===== config.mk =====
export PLATFORM = sky130hd
export DESIGN_NAME = spi_arb
export DESIGN_NICKNAME = d
export VERILOG_FILES = /design/src/rtl/spi_arb_pkg.sv /design/src/rtl/spi_arb_rr_pick.sv /design/src/rtl/spi_arb.sv
export SDC_FILE = /design/constraint.sdc
export NUM_CORES = 1
export LEC_CHECK = 0
export BUFFER_PORTS_ARGS = -buffer_cell sky130_fd_sc_hd__buf_2
export CAP_MARGIN = 20
export CORE_MARGIN = 3
export CORE_UTILIZATION = 45
export DETAILED_ROUTE_END_ITERATION = 16
export PLACE_DENSITY = 0.78
export SYNTH_ARGS = -nofsm -noshare
export SYNTH_HDL_FRONTEND = slang
export SYNTH_SLANG_ARGS = --single-unit

===== constraint.sdc =====
create_clock -name clk -period 4.4 [get_ports clk]
set_clock_uncertainty 0.1 [all_clocks]
set_input_delay 0.66 -clock clk [delete_from_list [all_inputs] [get_ports clk]]
set_output_delay 0.66 -clock clk [all_outputs]
set_load 0.03 [all_outputs]

===== src/rtl/spi_arb_pkg.sv =====
// Shared types and constants for the SPI master arbiter.
// Index width covers the maximum of 8 requesters.
package spi_arb_pkg;

   localparam int unsigned NReqDefault  = 4;
   localparam int unsigned SsWDefault   = 24;
   localparam int unsigned StartTimeout = 4;
   localparam int unsigned IdxW         = 3;
   localparam int unsigned TmoW         = 2;

   typedef enum logic [2:0] {
      StIdle,
      StStart,
      StWaitBusy,
      StRun,
      StDone
   } state_e;

endpackage


===== src/rtl/spi_arb_rr_pick.sv =====
// Combinational round-robin picker: first asserted request at or after ptr_i,
// wrapping modulo N_REQ.
module rr_pick
   import spi_arb_pkg::*;
#(
   parameter int unsigned N_REQ = NReqDefault
) (
   input  logic [N_REQ-1:0] req_i,
   input  logic [IdxW-1:0]  ptr_i,
   output logic [IdxW-1:0]  idx_o,
   output logic             any_o
);

   logic [IdxW:0] cand;

   always_comb begin
      idx_o = '0;
      any_o = 1'b0;
      cand  = '0;
      for (int unsigned i = 0; i < N_REQ; i++) begin
         cand = {1'b0, ptr_i} + (IdxW + 1)'(i);
         // ptr_i is always below N_REQ, so one subtraction wraps
         if (cand >= (IdxW + 1)'(N_REQ)) begin
            cand = cand - (IdxW + 1)'(N_REQ);
         end
         if (!any_o && (((req_i >> cand) & N_REQ'(1)) != '0)) begin
            any_o = 1'b1;
            idx_o = cand[IdxW-1:0];
         end
      end
   end

endmodule


===== src/rtl/spi_arb.sv =====
// Round-robin arbiter sharing one SPI master between N_REQ requesters; checks
// the received byte count and times out a master that never goes busy.
module spi_arb
   import spi_arb_pkg::*;
#(
   parameter int unsigned N_REQ = NReqDefault,
   parameter int unsigned SS_W  = SsWDefault
) (
   input  logic                       clk,
   input  logic                       rst_n,
   input  logic [N_REQ-1:0]           req,
   input  logic [N_REQ-1:0][SS_W-1:0] req_ss_mask,
   input  logic [N_REQ-1:0][7:0]      req_len,
   input  logic [N_REQ-1:0][7:0]      req_tx_data,
   output logic [N_REQ-1:0]           req_read,
   output logic [N_REQ-1:0]           req_valid,
   output logic [7:0]                 req_rx_data,
   output logic [N_REQ-1:0]           gnt,
   output logic [N_REQ-1:0]           done,
   output logic                       err,
   output logic                       m_start,
   output logic [SS_W-1:0]            m_ss_mask,
   output logic [7:0]                 m_trans_len,
   input  logic                       m_read,
   output logic [7:0]                 m_tx_data,
   input  logic                       m_valid,
   input  logic [7:0]                 m_rx_data,
   input  logic                       m_busy
);

   state_e          state_q, state_d;
   logic [IdxW-1:0] idx_q, idx_d;
   logic [IdxW-1:0] rr_ptr_q, rr_ptr_d;
   logic [8:0]      cnt_q, cnt_d;
   logic [TmoW-1:0] tmo_q, tmo_d;
   logic            tmo_err_q, tmo_err_d;
   logic [SS_W-1:0] m_ss_mask_q, m_ss_mask_d;
   logic [7:0]      m_trans_len_q, m_trans_len_d;

   logic [IdxW-1:0] win_idx;
   logic            win_any;
   logic [SS_W-1:0] sel_mask;
   logic [7:0]      sel_len;
   logic            active;

   rr_pick #(
      .N_REQ (N_REQ)
   ) u_rr_pick (
      .req_i (req),
      .ptr_i (rr_ptr_q),
      .idx_o (win_idx),
      .any_o (win_any)
   );

   assign active = (state_q != StIdle);

   // Muxes decode the index by comparison to avoid selects wider than N_REQ needs
   always_comb begin
      sel_mask  = '0;
      sel_len   = '0;
      m_tx_data = '0;
      gnt       = '0;
      for (int unsigned j = 0; j < N_REQ; j++) begin
         if (win_idx == IdxW'(j)) begin
            sel_mask = req_ss_mask[j];
            sel_len  = req_len[j];
         end
         if (idx_q == IdxW'(j)) begin
            m_tx_data = req_tx_data[j];
            gnt[j]    = active;
         end
      end
   end

   always_comb begin
      state_d       = state_q;
      idx_d         = idx_q;
      rr_ptr_d      = rr_ptr_q;
      cnt_d         = cnt_q;
      tmo_d         = tmo_q;
      tmo_err_d     = tmo_err_q;
      m_ss_mask_d   = m_ss_mask_q;
      m_trans_len_d = m_trans_len_q;
      unique case (state_q)
         StIdle: begin
            if (win_any && !m_busy) begin
               idx_d         = win_idx;
               m_ss_mask_d   = sel_mask;
               m_trans_len_d = sel_len;
               state_d       = StStart;
            end
         end
         StStart: begin
            cnt_d     = '0;
            tmo_d     = '0;
            tmo_err_d = 1'b0;
            state_d   = StWaitBusy;
         end
         StWaitBusy: begin
            if (m_valid) cnt_d = cnt_q + 9'd1;
            if (m_busy) begin
               state_d = StRun;
            end else if (tmo_q == TmoW'(StartTimeout - 1)) begin
               tmo_err_d = 1'b1;
               state_d   = StDone;
            end else begin
               tmo_d = tmo_q + TmoW'(1);
            end
         end
         StRun: begin
            if (m_valid) cnt_d = cnt_q + 9'd1;
            if (!m_busy) state_d = StDone;
         end
         StDone: begin
            if (m_valid) cnt_d = cnt_q + 9'd1;
            rr_ptr_d = (idx_q == IdxW'(N_REQ - 1)) ? '0 : idx_q + IdxW'(1);
            state_d  = StIdle;
         end
         default: state_d = StIdle;
      endcase
   end

   always_ff @(posedge clk or negedge rst_n) begin
      if (!rst_n) begin
         state_q       <= StIdle;
         idx_q         <= '0;
         rr_ptr_q      <= '0;
         cnt_q         <= '0;
         tmo_q         <= '0;
         tmo_err_q     <= 1'b0;
         m_ss_mask_q   <= '0;
         m_trans_len_q <= '0;
      end else begin
         state_q       <= state_d;
         idx_q         <= idx_d;
         rr_ptr_q      <= rr_ptr_d;
         cnt_q         <= cnt_d;
         tmo_q         <= tmo_d;
         tmo_err_q     <= tmo_err_d;
         m_ss_mask_q   <= m_ss_mask_d;
         m_trans_len_q <= m_trans_len_d;
      end
   end

   assign m_start     = (state_q == StStart);
   assign done        = (state_q == StDone) ? gnt : '0;
   assign err         = (state_q == StDone) &&
                        (tmo_err_q || (cnt_q != ({1'b0, m_trans_len_q} + 9'd1)));
   assign m_ss_mask   = m_ss_mask_q;
   assign m_trans_len = m_trans_len_q;
   assign req_read    = gnt & {N_REQ{m_read}};
   assign req_valid   = gnt & {N_REQ{m_valid}};
   assign req_rx_data = m_rx_data;

endmodule


### After elaboration in Yosys (flattened, before gate mapping)

Index checks and enable logic that the tools add are counted.

* shift-type cells: 4
* add/sub/neg operators: 11
* reductions and logical operators: 22
* multipliers: 0
* eq/ne operators: 19
* bitwise gates (word level): 2
* div/mod/pow operators: 0
* multiplexer cells: 43
* $lt $le $gt $ge: 4

Operators with widths (number)
* two-way mux 24 bit: 4
* two-way mux 8 bit: 8
* two-way mux 3 bit: 9
* two-way mux 4 bit: 5
* equality test 3 x 2 -> 1 bit, second input constant: 6
* case mux 9 bit (2 select lines): 1
* >> shifter 4 x 4 -> 1 bit: 4
* greater-or-equal comparator 4 x 3 -> 1 bit, second input constant: 3
* case mux 3 bit (4 select lines): 1
* subtractor 4 x 3 -> 4 bit, second input constant: 3
* two-way mux 1 bit: 10
* != test 2 bit, second input constant: 5
* adder 8 x 1 -> 9 bit, second input constant: 1
* adder 9 x 1 -> 9 bit, second input constant: 1
* equality test 3 x 1 -> 1 bit, second input constant: 3
* zero test 3 bit: 3
* two-way mux 9 bit: 1
* != test 9 bit: 1
* AND reduction 3 bit: 3
* adder 3 x 2 -> 4 bit, second input constant: 2
* AND 4 bit: 2
* logical AND 1 bit: 5
* adder 3 x 1 -> 4 bit, second input constant: 1
* zero test 1 bit: 4
* 16 further kinds: 19

* word-level logic and storage cells: 113
* register bits after elaboration: 53
* memories kept: 0
* output and inout port bits: 66
* bits in writable memories: 0
* ROM bits: 0
* bits in latches: 0

### Depth between registers and ports, before layout

Gate-level depths: netlist of the first run.

* depth in word-level cells: 18
* gate-level depth with buffers: 12
* depth with buffers taken out: 9

### By module

A second synthesis of the first run with hierarchy kept.

* cells, all modules: 385
* area, all modules: 4037.6 µm²

Modules (own cells, without submodules)
* spi_arb: area each 3761.1 µm², sequential area each 1326.3 µm², instances 1, cells an instance 351
* rr_pick: area each 276.5 µm², sequential area each 0.0 µm², instances 1, cells an instance 34

### Least setup slack after synthesis of the first run

Ideal clock, no wire load.

* path kind: register to register
* start point: reg rr_ptr_q[0]
* end point: reg m_ss_mask_q[17], in the netlist m_ss_mask[17]
* period minus slack after synthesis: 3.045 ns
* path slack: 1.355 ns
* stages on the path, launching flop included: 13
* arrival: 2.818 ns
* cells stage by stage: dfrtp_1 > buf_4 > inv_1 > ha_1 > mux2_2 > mux2i_1 > o2bb2ai_1 > a211oi_1 > buf_4 > buf_6 > mux2i_1 > mux2i_1 > mux2_1

* longest elaborated chain between the ends: 18
* elaborated cells between the ends (all ways): 43
* classes of those cells: add/sub: 7; order compare: 4; eq/ne: 3; shift: 4; mux: 16; reduce/logical: 9

RTL lines
* start: declaration: RTL line spi_arb.sv:33 `logic [IdxW-1:0] rr_ptr_q, rr_ptr_d;`
* start signal: assignment: RTL line spi_arb.sv:136 `rr_ptr_q <= rr_ptr_d;`
* branches (longest 18 deep; another with adder 3 x 1 -> 4 bit)
* end signal: assignment: RTL line spi_arb.sv:140 `m_ss_mask_q <= m_ss_mask_d;`
* end: declaration: RTL line spi_arb.sv:37 `logic [SS_W-1:0] m_ss_mask_q, m_ss_mask_d;`

Several ways; the timed one is not identified.
A chain may end at the register's enable or synchronous reset.

### Final worst setup path of the first run

* start point: reg rr_ptr_q[0]
* end point: reg m_trans_len_q[0], in the netlist m_trans_len[0]

* longest elaborated chain between the ends: 18
* elaborated cells between the ends (all ways): 43
* classes of those cells: add/sub: 7; order compare: 4; eq/ne: 3; shift: 4; mux: 16; reduce/logical: 9

RTL lines
* branches (longest 18 deep; another with adder 3 x 1 -> 4 bit)
* end signal: assignment: RTL line spi_arb.sv:141 `m_trans_len_q <= m_trans_len_d;`
* end: declaration: RTL line spi_arb.sv:38 `logic [7:0] m_trans_len_q, m_trans_len_d;`

Several ways; the timed one is not identified.

==> results of run 1 <==
==> area by class of cell <==
| type | count | area (um^2) | area share (%) |
|---|---|---|---|
| Clock buffer | 7 | 96.3 | 1.70 |
| Sequential cell | 53 | 1330 | 23.4 |
| Tap cell | 129 | 161 | 2.85 |
| Clock inverter | 1 | 5.00 | 0.0884 |
| Inverter | 12 | 45.0 | 0.795 |
| Timing Repair Buffer | 230 | 1170 | 20.7 |
| Multi-Input combinational cell | 369 | 2860 | 50.4 |
==> metrics by stage <==
| step | util, % | instances | total power (uW) |
|---|---|---|---|
| 2_1_floorplan | - | 474 | 3640 |
| 3_3_place_gp | 58.8 | 793 | 4190 |
| 3_5_place_dp | 58.8 | 793 | 4300 |
| 4_1_cts | 59.9 | 801 | 4620 |
| 5_1_grt | 59.9 | 801 | 4940 |
| 6_report | 59.9 | 801 | 4590 |
==> critical path: stages (launching register included) <==
cell,delay (ns)
dfrtp_1,0.63
inv_1,0.18
ha_1,0.43
mux2_2,0.37
mux2i_1,0.19
o2bb2ai_1,0.12
a211oi_4,0.30
buf_12,0.38
mux2i_1,0.35
mux2i_1,0.12
mux2_2,0.28
==> Yosys cell counts (all sizes together) (2+ instances only) <==
library cell    n
o21ai          19
mux2i         113
and2            7
nand2b          5
or3             3
nor3            7
mux2           35
nor2           33
o31ai           2
nand2          42
a32oi           2
o211ai          2
nand3           5
nor2b           5
dfrtp          53
xor2            8
a21o            3
clkbuf         17
o22ai           3
a21oi          20
xnor2           5
nand4           3
inv            12
ha              9
nor3b           4
a211oi          8
nor4b           2
buf            23
and3            9
==> registers in the layout (all words and copies together) (netlist names) <==
register,flops
idx_q,3
rr_ptr_q,3
m_trans_len,8
cnt_q,9
m_ss_mask,24
state_q,3
tmo_err_q,1
tmo_q,2
==> routing by layer <==
layer	track usage, %	wire length [um]	vias to the layer above
met4	6.48	170	0
met3	5.33	978	24
li1	-	-	2094
met2	42.5	6870	176
met1	26.6	5150	2044
met5	0	0	-
==> where the power goes <==
group / switching [uW] / internal, uW
combinational: 1910 / 1420
sequential: 257 / 701
clock: 160 / 143
total: 2320 / 2260
==> cells by family after synthesis <==
| group | synth area share [%] |
|---|---|
| AOI/OAI and AO/OA | 10.4 |
| xor gates and xnor gates | 2.55 |
| adders and majority gates | 2.52 |
| buffers and inverters | 6.89 |
| DFF | 29.7 |
| muxes | 34.1 |
| and+or+nand+nor | 13.8 |
==> how the worst max path moves through the flow <==
stage | start | end | slack, ns | cells after the start
floorplan | rr_ptr_q[0] | m_ss_mask[17] | 1.35 | 12
global placement | rr_ptr_q[0] | m_trans_len[0] | 0.98 | 10
detailed placement | rr_ptr_q[0] | m_trans_len[0] | 0.82 | 10
CTS | rr_ptr_q[0] | m_trans_len[0] | 0.81 | 10
global route | rr_ptr_q[0] | m_trans_len[0] | 0.53 | 10
finish | rr_ptr_q[0] | m_trans_len[0] | 0.78 | 10
==> run_results.csv, run 1 <==
group,metric,value,unit
logic_synthesis,synth_fp_nets,660,
detailed_routing,drtPass1Iterations,4,
sta,relSlewSlack,42.2,%
run_status,outcome,"finished clean",
grt,grtUsageTotal,23.1,%
logic_synthesis,synth_top_area_share,29.7,%
logic_synthesis,ys_seq_area_share,29.7,%
sta,max_freq,0.276,GHz
sta,rsz0062_at_grt,"false",
logic_synthesis,synth_area_leader_cell,"dfrtp_1",
critical_path,crit_arrival,3.71,ns
critical_path,r2r_cells,10,
logic_synthesis,synthArstFlopShare,100,%
sta,tns,0,ns
sta,worstMarginPinSlew,0.865,ns
floorplan,die_area,11200,um^2
cts,root_buffer,"clkbuf_8",
cts,cts_setup_buffers,0,
placed_design,dp_slack,0.816,ns
finish,drive_above_1_share,39.7,%
cts,cts_resized,0,
placed_design,dp_hpwl,10200,um
floorplan,core,9460,um^2
sta,slew_viol_final,0,
sta,hold_slack,0.384,ns
sta,setup_violations,0,
floorplan,num_rows,35,
grt,grt_max_degree,66,
finish,antennaDiodeCount,0,
detailed_routing,viasPerCell,5.42,
grt,grt_overflow,0,
logic_synthesis,synthDistinctLibCells,50,
critical_path,path_max_fanout,65,
logic_synthesis,synth_edf_count,0,
critical_path,r2r_start,"rr_ptr_q[0]",
finish,fin_area,5660,um^2
detailed_routing,wl_per_cell,16.4,um
placed_design,dpl_cell_area,5560,um^2
critical_path,endpoint_kind,"flop",
finish,syn_to_final_growth,26.7,%
sta,fin_crit_sh,82.3,%
detailed_routing,ant_nets,0,
floorplan,start_util,47.2,%
detailed_routing,vias,4338,
critical_path,worstPathRequired,4.49,ns
cts,hold_buffers,0,
finish,nets,857,
logic_synthesis,ys_warn_count,0,
cts,clockBufferDepth,2,
logic_synthesis,synth_cells,474,
pwr,p_per_area,810,nW/um^2
critical_path,cp-start-kind,"flop",
finish,layout_commonest_cell,"buf_2",
cts,cts_max_level,2,
grt,grt_pass1_vias,4505,
critical_path,reg2reg_to,"m_trans_len[0]",
floorplan,io_pins,243,
min_path,hold_path_class,"in2async",
pwr,ir_drop,0.431,mV
placed_design,globalplace.congestion,0.961,
cts,clkTransAtPathRegs,0.10,ns
sta,fin_ws,0.781,ns
pwr,leakagePower,0.00307,uW
grt,antenna_found_initial,0,
critical_path,rrSetupSlack,0.78,ns
finish,fillers,872,
logic_synthesis,synth.area.top_cells,"dfrtp_1 (30%), mux2i_1 (25%), mux2_2 (6.0%)",
logic_synthesis,ys_ff_latch,53,
logic_synthesis,syn_area,4470,um^2
placed_design,io_buffers,226,
cts,cts_tree,"yes",
flow_run,cap_viol_max_count,0,
cts,cts_inserted_buffers,5,
detailed_routing,finalWirelength,13200,um
floorplan,die_w,106,um
detailed_routing,drt_iter0_drc,152,
cts,insertion_delay,0.30,ns
floorplan,die_y,106,um
finish,final_cell_mix,"buf_2 (226), mux2i_1 (113), dfrtp_1 (53)",
sta,finalHoldViolations,0,
cts,clock_sinks,53,
sta,period_minus_slack,3.62,ns
grt,grt_pass1_wl,21300,um
logic_synthesis,syn_area_per_cell,9.43,um^2
detailed_routing,drc,0,
logic_synthesis,synth_flop_cell,"dfrtp_1",
critical_path,critical_path_class,"reg2reg",
Note: power is estimated with default switching activity, not from simulation.
==> inputs of run 2 (changes only) <==
- clock period: 4.4 -> 3.75 ns (I/O delays scaled with it)
==> run 2 against run 1 <==
  * Die area is the same
  * Via count grew 0.14%
  * Utilization grew 0.56 points
==> run_results.csv, run 2 (same netlist as run 1, synthesis figures left out) <==
group,metric,value,unit
critical_path,path_buf_inv,2,
cts,clockBufferDepth,2,
grt,grt_max_degree,36,
floorplan,die_area,11200,um^2
critical_path,r2r_cells,10,
sta,fin_crit_sh,89.7,%
finish,final_cell_mix,"buf_2 (226), mux2i_1 (113), dfrtp_1 (53)",
sta,setup_violations,0,
critical_path,cpPeakStageDelay,0.56,ns
critical_path,r2r_start,"rr_ptr_q[1]",
placed_design,dp_hpwl,10300,um
grt,grtUsageTotal,22.7,%
critical_path,path_max_fanout,28,
critical_path,critical-path-top-delay-family,"multiplexers",
pwr,p_per_area,964,nW/um^2
floorplan,core,9460,um^2
finish,nets,861,
placed_design,io_buffers,226,
grt,grt_overflow,0,
cts,cts_inserted_buffers,5,
cts,cts_setup_buffers,0,
finish,drive_above_1_share,40.1,%
cts,insertion_delay,0.31,ns
finish,layout_commonest_cell,"buf_2",
floorplan,num_rows,35,
finish,regArea,1330,um^2
detailed_routing,drt_iter0_drc,195,
cts,clkTransAtPathRegs,0.11,ns
finish,syn_to_final_growth,27.9,%
cts,cts_resized,0,
pwr,leakagePower,0.00310,uW
grt,grt_pass1_wl,21100,um
critical_path,endpoint_kind,"flop",
finish,fillers,849,
sta,finalHoldViolations,0,
finish,largest_reg_flops,24,
placed_design,dp_slack,0.419,ns
placed_design,globalplace.congestion,0.900,
pwr,ir_drop,0.592,mV
cts,hold_buffers,0,
cts,clock_sinks,53,
cts,root_buffer,"clkbuf_8",
detailed_routing,viasPerCell,5.40,
critical_path,cp-start-kind,"flop",
finish,multi_input_area,2860,um^2
critical_path,crit_top_cell,"mux2i_1",
floorplan,die_w,106,um
sta,max_freq,0.297,GHz
finish,antennaDiodeCount,0,
detailed_routing,drtPass1Iterations,4,
critical_path,reg2reg_to,"m_trans_len[3]",
detailed_routing,finalWirelength,13000,um
detailed_routing,drc,0,
min_path,hold_path_class,"in2async",
grt,antenna_found_initial,0,
floorplan,die_y,106,um
detailed_routing,wl_per_cell,16.1,um
sta,tns,0,ns
critical_path,worstPathRequired,3.85,ns
cts,cts_tree,"yes",
detailed_routing,ant_nets,0,
critical_path,crit_chain,"inv_1 > ha_1 > mux2_2 > mux2i_1 > o2bb2ai_1 > a211oi_4 > buf_12 > mux2i_1 > mux2i_1 > mux2_2",
sta,relSlewSlack,45.2,%
detailed_routing,vias,4344,
run_status,outcome,"finished clean",
critical_path,cp_slowest_cell,"dfrtp_1",
sta,period_minus_slack,3.37,ns
sta,rsz0062_at_grt,"false",
flow_run,cap_viol_max_count,0,
sta,fin_ws,0.385,ns
critical_path,rrSetupSlack,0.38,ns
sta,slew_viol_final,0,
cts,cts_max_level,2,
critical_path,critical_path_class,"reg2reg",
critical_path,crit_arrival,3.46,ns
floorplan,start_util,47.2,%
floorplan,io_pins,243,
sta,worstMarginPinSlew,0.820,ns
grt,grt_pass1_vias,4423,
==> run 2: cell types whose count changed in the layout (fill, tap and decap cells not counted) <==
| cell | before | now |
|---|---|---|
| clkinvlp_4 | 0 | 1 |
| buf_4 | 3 | 4 |
| buf_12 | 1 | 4 |
| clkbuf_8 | 7 | 5 |
| clkinv_2 | 1 | 2 |
==> run 2: power breakdown <==
part | switching [uW] | leakage [uW] | internal (uW)
sequential | 286 | 0.000652 | 822
clock | 202 | 0.0000439 | 130
combinational | 2280 | 0.00240 | 1790
==> run 2: worst max path at each step <==
stage                     depth (start not counted)  slack (ns)        endpoint   startpoint
after floorplan                                  12        0.70   m_ss_mask[17]  rr_ptr_q[0]
after global placement                           10        0.55    m_ss_mask[2]  rr_ptr_q[1]
after detailed placement                         10        0.42    m_ss_mask[2]  rr_ptr_q[1]
after CTS                                        10        0.39    m_ss_mask[2]  rr_ptr_q[1]
after global routing                             10        0.14   m_ss_mask[23]  rr_ptr_q[1]
final                                            10        0.38  m_trans_len[3]  rr_ptr_q[1]
==> run 2: final cells by class <==
class	count	area share, %
multi-input cells	369	50.0
flip-flops and latches	53	23.2
repair buffers	234	21.7
well taps	129	2.82
clock buffers	5	1.20
inverters	12	0.788
clock inverters	3	0.306
==> run 2: metrics by stage <==
step / area, um^2 / utilization [%] / std cells / total power (uW) / hold WS [ns]
2_1_floorplan: 4470 / - / 474 / 4270 / 0.167
3_3_place_gp: 5630 / 59.5 / 797 / 5090 / 0.368
3_5_place_dp: 5630 / 59.5 / 797 / 5200 / 0.374
4_1_cts: 5720 / 60.4 / 805 / 5550 / 0.116
5_1_grt: 5720 / 60.4 / 805 / 5920 / 0.132
6_report: 5720 / 60.4 / 805 / 5510 / 0.103
==> run 2: routing by layer <==
layer,vias to the layer above,track usage [%],share of wire [%]
li1,2087,-,-
met1,2077,27.6,40
met2,166,40.7,51
met3,14,4.90,7.6
met4,0,5.74,1.1
met5,-,0,0
==> inputs of run 3 (changes only) <==
- CORE_UTILIZATION: 45 -> 44
- HOLD_SLACK_MARGIN: not set -> 0.05
- REMOVE_ABC_BUFFERS: not set -> 1
- SYNTH_HIERARCHICAL: not set -> 1
==> run 3 against run 2 <==
  * Routed wire length grew 4.4%
  * Maximum frequency rose by 0.12%
  * Worst setup slack better by 0.0042 ns
  * Critical path type unchanged
  * Largest cell class unchanged
  * Largest power group unchanged
  * Highest routed layer is now met5
==> run_results.csv, run 3 <==
group,metric,value,unit
run_status,outcome,"finished clean",
pwr,combPwrFrac,67.8,%
sta,relSlewSlack,47.1,%
pwr,clkPwrFrac,8.0,%
logic_synthesis,syn_area,4040,um^2
logic_synthesis,synth_cells,385,
cts,insertion_delay,0.30,ns
sta,max_freq,0.298,GHz
logic_synthesis,synth.area.top_cells,"dfrtp_1 (33%), mux4_2 (18%), a22o_1 (6.9%)",
cts,hold_buffers,0,
critical_path,cpPeakStageDelay,0.55,ns
critical_path,endpoint_kind,"flop",
cts,clock_sinks,53,
pwr,leakagePower,0.00265,uW
grt,grtUsageTotal,25.9,%
logic_synthesis,ys_ff_latch,53,
floorplan,core,8810,um^2
floorplan,die_w,102,um
sta,fin_crit_sh,89.6,%
grt,gr-max-usage-layer,"met2",
flow_run,cap_viol_max_count,0,
sta,slew_viol_final,0,
logic_synthesis,synth_edf_count,0,
sta,finalHoldViolations,0,
finish,syn_to_final_growth,31.9,%
logic_synthesis,syn_area_per_cell,10.5,um^2
grt,met3_usage,7.23,%
finish,fillers,736,
finish,drive_above_1_share,49.5,%
logic_synthesis,ys_seq_area_share,32.8,%
detailed_routing,finalWirelength,13500,um
pwr,swShare,47.4,%
critical_path,crit_chain,"inv_1 > ha_1 > mux2i_1 > o32ai_1 > a21oi_1 > o2bb2ai_4 > buf_4 > mux4_2 > a22o_1",
pwr,pwr-share-seq,24.2,%
critical_path,cp-start-kind,"flop",
pwr,p_per_area,791,nW/um^2
placed_design,dp_hpwl,11100,um
sta,rsz0062_at_grt,"false",
finish,fin_area,5320,um^2
pwr,power.internal,2210,uW
logic_synthesis,synthDistinctLibCells,58,
floorplan,die_y,102,um
placed_design,dpl_cell_area,5230,um^2
cts,cts_inserted_buffers,5,
finish,largest_reg_flops,24,
grt,grt_max_degree,36,
grt,grt_pass1_vias,4103,
detailed_routing,drc,0,
sta,period_minus_slack,3.36,ns
cts,clkTransAtPathRegs,0.10,ns
logic_synthesis,synthArstFlopShare,100,%
sta,tns,0,ns
logic_synthesis,synth_flop_cell,"dfrtp_1",
detailed_routing,ant_nets,0,
finish,nets,772,
critical_path,path_max_fanout,15,
finish,final_cells,697,
floorplan,io_pins,243,
detailed_routing,vias,4062,
logic_synthesis,synth.most_common_cell,"dfrtp_1",
floorplan,start_util,45.9,%
critical_path,worstPathRequired,3.85,ns
grt,met1_usage,31.7,%
critical_path,crit_arrival,3.47,ns
finish,layout_commonest_cell,"buf_2",
logic_synthesis,synth_top_area_share,32.8,%
finish,final_cell_mix,"buf_2 (226), dfrtp_1 (53), mux4_2 (32), a22o_1 (32), nor2_1 (29)",
critical_path,rrSetupSlack,0.39,ns
sta,worstMarginPinSlew,0.794,ns
placed_design,dp_cells,688,
min_path,hold_path_class,"in2async",
cts,cts_tree,"yes",
grt,grtUsageMet2,44.6,%
grt,grt_pass1_wl,20900,um
logic_synthesis,synth_area_leader_cell,"dfrtp_1",
detailed_routing,viasPerCell,5.83,
critical_path,cp_slowest_cell,"o2bb2ai_4",
logic_synthesis,ys_warn_count,6,
pwr,switchingPower,2000,uW
detailed_routing,drtPass1Iterations,5,
cts,cts_setup_buffers,0,
sta,setup_violations,0,
floorplan,num_rows,34,
cts,clockBufferDepth,2,
critical_path,critical_path_class,"reg2reg",
detailed_routing,wl_per_cell,19.4,um
placed_design,globalplace.congestion,0.899,
cts,cts_resized,0,
pwr,p_total,4210,uW
grt,antenna_found_initial,2,
cts,cts_max_level,2,
grt,grt_overflow,0,
floorplan,die_area,10400,um^2
pwr,ir_drop,0.485,mV
detailed_routing,drt_iter0_drc,186,
cts,root_buffer,"clkbuf_8",
logic_synthesis,synthTopCellsByCount,"dfrtp_1 (53), a22o_1 (32), mux4_2 (32)",
placed_design,io_buffers,226,
[run 3: logic make-up (layout without fill, tap and decap cells)]
kind of cell	count (synthesis)	in the layout	share of synthesized area [%]
AOI/OAI and AO/OA	88	88	17.0
xor gates and xnor gates	18	18	3.90
adders and majority gates	9	9	2.73
buffers and inverters	50	253	6.01
DFF	53	53	32.8
muxes	44	44	21.0
other	1	2	0.0929
and+or+nand+nor	122	122	16.4
[run 3: per-stage QoR]
stage / utilization [%] / worst slack (ns) / hold WS [ns]
global placement: 59.4 / 0.578 / 0.383
global route: 60.5 / 0.170 / 0.280
CTS: 60.4 / 0.397 / 0.260
finish: 60.5 / 0.389 / 0.234
detailed placement: 59.4 / 0.398 / 0.385
floorplan: - / -1.60 / 0.167
[run 3: area by class of cell]
| class | instances | area, um^2 | area share (%) |
|---|---|---|---|
| Sequential cell | 53 | 1330 | 24.9 |
| Multi-Input combinational cell | 282 | 2500 | 47.0 |
| Antenna cell | 1 | 2.50 | 0.0470 |
| Inverter | 9 | 33.8 | 0.635 |
| Timing Repair Buffer | 236 | 1230 | 23.1 |
| Tap cell | 108 | 135 | 2.54 |
| Clock buffer | 5 | 68.8 | 1.29 |
| Clock inverter | 3 | 25.0 | 0.470 |
[run 3: critical path: cells and delay by family (launching register included)]
family	cells	cell delay, ns
buffers and inverters	2	0.37
DFF	1	0.36
AOI/OAI and AO/OA	4	1.31
adders and majority gates	1	0.46
muxes	2	0.64
[run 3: power by group through the flow]
stage / clock network, uW / logic [uW] / registers, uW
floorplan: 0 / 1880 / 1200
global placement: 0 / 2780 / 1020
detailed placement: 0 / 2870 / 1020
CTS: 344 / 2870 / 1010
global route: 367 / 3090 / 1050
finish: 336 / 2860 / 1020
[run 3: worst paths after layout]
check | from | endpoint | cells past startpoint
min in group clk | m_ss_mask[0] | m_ss_mask[0] | 1
min reg2reg | m_ss_mask[0] | m_ss_mask[0] | 1
min | rst_n | tmo_q[0] | 1
max in group asynchronous | rst_n | rr_ptr_q[2] | 2
max | rr_ptr_q[0] | m_ss_mask[5] | 9
max reg2reg | rr_ptr_q[0] | m_ss_mask[5] | 9
[run 3: routing by layer]
layer | part of all wire, % | vias up
met1 | 37 | 1982
li1 | - | 1848
met2 | 51 | 201
met4 | 2.4 | 2
met5 | 0.096 | -
met3 | 8.6 | 29
